## src/rtl/kbd_fifo_ctrl.sv

```systemverilog
// PS/2 decoder read sequencer with a show-ahead scancode FIFO for CPU polling.
// Drains the decoder autonomously and records a sticky overflow on dropped bytes.
module kbd_fifo_ctrl #(
  parameter int DATA_W = 8,
  parameter int DEPTH  = 8,
  parameter int ADDR_W = 3
) (
  input  logic              clk,
  input  logic              clrn,
  input  logic [DATA_W-1:0] kbd_data,
  input  logic              kbd_ready,
  output logic              kbd_rdn,
  input  logic              cpu_rd,
  output logic [DATA_W-1:0] cpu_data,
  output logic              cpu_valid,
  output logic [ADDR_W:0]   count,
  output logic              ovf,
  input  logic              ovf_clr,
  output logic [1:0]        fsm_state
);

  // Handshakes: the decoder offers a byte while kbd_ready=1 and consumes it on the
  // single low cycle of kbd_rdn; the CPU pops the head when cpu_rd=1 and cpu_valid=1.
  typedef enum logic [1:0] {
    IDLE   = 2'd0,
    ACK    = 2'd1,
    SETTLE = 2'd2
  } state_t;

  localparam logic [ADDR_W:0] FULL_CNT = (ADDR_W+1)'(DEPTH);

  state_t            state, state_nxt;
  logic              rdn_nxt;
  logic [ADDR_W-1:0] wr_ptr, rd_ptr;
  logic [DATA_W-1:0] mem [DEPTH];
  logic              push_req, push, pop, drop, full;

  assign full     = (count == FULL_CNT);
  assign pop      = cpu_rd && cpu_valid;
  assign push_req = (state == IDLE) && kbd_ready;
  // A full FIFO still accepts when the head leaves in the same cycle.
  assign push     = push_req && (!full || pop);
  assign drop     = push_req && full && !pop;

  always_comb begin
    state_nxt = state;
    case (state)
      IDLE:    if (kbd_ready) state_nxt = ACK;
      ACK:     state_nxt = SETTLE;
      SETTLE:  state_nxt = IDLE;
      default: state_nxt = IDLE;
    endcase
    rdn_nxt = (state_nxt != ACK);
  end

  always_ff @(posedge clk or negedge clrn) begin
    if (!clrn) begin
      state   <= IDLE;
      kbd_rdn <= 1'b1;
    end else begin
      state   <= state_nxt;
      kbd_rdn <= rdn_nxt;
    end
  end

  always_ff @(posedge clk or negedge clrn) begin
    if (!clrn) begin
      wr_ptr <= '0;
      rd_ptr <= '0;
      count  <= '0;
      ovf    <= 1'b0;
    end else begin
      if (push) wr_ptr <= wr_ptr + 1'b1;
      if (pop)  rd_ptr <= rd_ptr + 1'b1;
      case ({push, pop})
        2'b10:   count <= count + 1'b1;
        2'b01:   count <= count - 1'b1;
        default: count <= count;
      endcase
      if (drop)         ovf <= 1'b1;
      else if (ovf_clr) ovf <= 1'b0;
    end
  end

  // Storage is deliberately left unreset; cpu_data masks it while empty.
  always_ff @(posedge clk) begin
    if (push) mem[wr_ptr] <= kbd_data;
  end

  assign cpu_valid = (count != '0);
  assign cpu_data  = cpu_valid ? mem[rd_ptr] : '0;
  assign fsm_state = state;

endmodule

```

## config.mk

```make
export PLATFORM = sky130hd
export DESIGN_NAME = kbd_fifo_ctrl
export DESIGN_NICKNAME = d
export VERILOG_FILES = /design/src/rtl/kbd_fifo_ctrl.sv
export SDC_FILE = /design/constraint.sdc
export NUM_CORES = 1
export LEC_CHECK = 0
export BUFFER_PORTS_ARGS = -buffer_cell sky130_fd_sc_hd__clkbuf_2
export CAP_MARGIN = 10
export CORE_MARGIN = 2
export CORE_UTILIZATION = 57
export CTS_BUF_LIST = sky130_fd_sc_hd__clkbuf_2
export CTS_CLUSTER_DIAMETER = 120
export DETAILED_ROUTE_END_ITERATION = 12
export GPL_ROUTABILITY_DRIVEN = 0
export HOLD_SLACK_MARGIN = 0.02
export PLACE_DENSITY = 0.88
export SLEW_MARGIN = 15
export SYNTH_ARGS = -nofsm -noshare
export SYNTH_HDL_FRONTEND = slang
export SYNTH_SLANG_ARGS = --single-unit
```

## constraint.sdc

```tcl
create_clock -name clk -period 3.7 [get_ports clk]
set_input_delay 0.185 -clock clk [delete_from_list [all_inputs] [get_ports clk]]
set_output_delay 0.185 -clock clk [all_outputs]
set_load 0.02 [all_outputs]
```

==> metrics <==
Fill cells=376; DRT iter0 DRCs=172; postcts setup bufs=0; Seq cells post-synth=between 70 and 80; sum of negative setup slack=0 ns; Max clock buf depth=2; kind of start point of the critical path=flop; Arr. time, crit path=2.67 ns; Die Y=80.14 µm; # rows=27; CTS Root Cell=clkbuf_2; period utilization=77.14%; Yosys warnings=0; vias in the first global route=1,744; Layout area overhead=12.91%; CTS tree=built; outcome=complete, no violations; Post-Synthesis Cells=184; CORE AREA=5540 µm²; placed insts=279; min cycle time layout=2.854 ns; async set-reset flop share out of synthesis=roughly 18%; port bufs=29; Min-Delay Path Class=primary input to async pin; Ant. Diodes=0; total area of sequential cells=~2300 µm²; Setup CP Type=flop to output pin; Power per Cell Area=720.8 nW/µm²; reg2reg setup slack=1.25 ns; RR Endpoint=mem[3][2]$_DFFE_PP_; Yosys top cell by area=edfxtp_1; initial antenna violation count=0; Synth area leaders=edfxtp_1, mux4_2, dfrtp_1, mux2i_1, xnor2_1; fraction of layout cells with a size suffix above 1=31.62%; drt pass-1 iters=4; clock skew=0.02388 ns; max cap viols=0; CP endpoint kind=output pin; Worst-Skew Late Latency=0.52 ns; Fin. Hold Viols=0; RSZ-0062 raised after global routing=false; die width=~80 µm; critical path required time=3.51 ns; worst-path maximum fanout=18; Worst Max-Slew Pin Slew=approximately 1.1 ns; Max Fclk=350.3 MHz; worst r2r path cells=4; share of the synthesized area in the top cell type=58.16%; number of routed nets with antenna violations=0; max_slew headroom=~27%; syn nets=200; CTS Buf Count=9; count of hold-fix buffers inserted at cts=11; total number of vias=1,814; reg2reg start=fsm_state[0]$_DFF_PN0_; Max VDD drop=352.7 µV; Post-Route WL=6135 µm; most common cell after layout, fill and taps aside=edfxtp_1; Die Area=6422 µm²; syn_area_per_cell=17.96 µm²; Global Route Usage Sum=a little over 20%; I/O pin count=30; remaining global-route overflow=0; residual DRC count=0; commonest cells after routing, fill and taps aside=edfxtp_1, clkbuf_2, mux4_2, nor2_1, dfrtp_1; Final setup viols=0; post-synthesis sequential area ratio=~69%; clk sink count=78; footprint of the multi-input gates=around 900 µm²; Vias/cell=between 5 and 6; Initial Util=around three fifths; Resize count post-CTS=0; Final Max Slew Viols=0; library cells used by synthesis=43; H-tree depth=3; largest net degree at the start of global routing=19; Top FF cell, synth=edfxtp_1; Detail Placement HPWL=3729 µm; global-route wire length before repair=9252 µm; leakage=1.351 nW; Nets=approximately 250; Routed WL per cell=20.05 µm; EDFF count, synth=64; Reg clk slew, reported paths=approximately 0.20 ns; post-layout instance count excluding filler cells=~300; cell area after synthesis=between 3000 and 4000 µm²
==> stage by stage <==
step                      hold slack [ns]  utilization [%]  power [W]  worst slack, ns  cell area (µm²)
final                              0.1052            67.34   0.002689           0.8457             3731
after global routing              0.09043            67.34   0.002819           0.6222             3731
after global placement             0.1014            62.90   0.002145            1.397             3485
after CTS                         0.04446            67.34   0.002702           0.7373             3731
after detailed placement           0.1054            62.90   0.002180            1.321             3485
after floorplan                   -0.1106                -   0.001966            1.360             3304
==> worst max-delay path, stage by stage, from the launching register on <==
cell,delay (ns)
dfrtp_1,1.10
mux4_2,0.62
mux2i_1,0.20
nor2_1,0.07
clkbuf_2,0.17
==> area by class of cell <==
class                      count  area share (%)
inverter                       7          0.8384
multi-input combinational     88           24.31
clock inverter                 6           2.314
timing repair buffer          45           7.847
sequential                    78           60.93
clock buffer                  10           1.341
tap                           72           2.414
==> worst max path at each step <==
stage / start / endpoint
after global routing: rd_ptr[0]$_DFFE_PN0P_ / cpu_data[6]
after global placement: rd_ptr[0]$_DFFE_PN0P_ / cpu_data[6]
after CTS: rd_ptr[0]$_DFFE_PN0P_ / cpu_data[6]
after floorplan: fsm_state[0]$_DFF_PN0_ / mem[0][0]$_DFFE_PP_
after detailed placement: fsm_state[0]$_DFF_PN0_ / mem[3][5]$_DFFE_PP_
final: rd_ptr[0]$_DFFE_PN0P_ / cpu_data[6]
==> where the power goes <==
group / switching, W / total [W] / internal [W]
logic: 0.000450 / 0.000874 / 0.000423
registers: 0.000232 / 0.00130 / 0.00107
clock network: 0.000286 / 0.000512 / 0.000226
==> kinds of logic (layout without fill, tap and decap cells) <==
family,count (synthesis),after routing,synth area share (%)
buffers and inverters,18,68,3.748
XOR/XNOR,6,6,1.590
AND/OR/NAND/NOR,38,38,5.680
adder cells (fa/ha/maj),3,3,1.136
AO/OA/AOI/OAI,16,16,5.263
flip-flops,78,78,68.80
multiplexers,25,25,13.78
==> layer usage <==
layer	share of wire [%]	global-route usage, %	vias up	wire length [µm]
met1	44	27.00	942	2699
met4	1.4	7.288	0	85
met2	51	33.67	38	3158
li1	-	-	825	-
met3	3.1	5.506	9	192
met5	0	0	-	0
==> synth_stat cells (2+ instances only) <==
cell type   n
mux4_2     16
inv_1       6
buf_2       2
and3_1      2
dfrtp_1    13
buf_6       4
xnor2_1     6
o211ai_1    2
mux2i_1     8
edfxtp_1   64
nor2_1     13
nand2b_1    3
nand2_1     6
a211oi_1    2
ha_1        3
buf_4       2
nor3_1      6
==> state kept, by name, indices dropped and copies added, names as in the netlist <==
register and cells:
rd_ptr 3, ovf 1, count 4, kbd_rdn 1
fsm_state 2, mem 64, wr_ptr 3
Note: power is estimated with default switching activity, not from simulation.
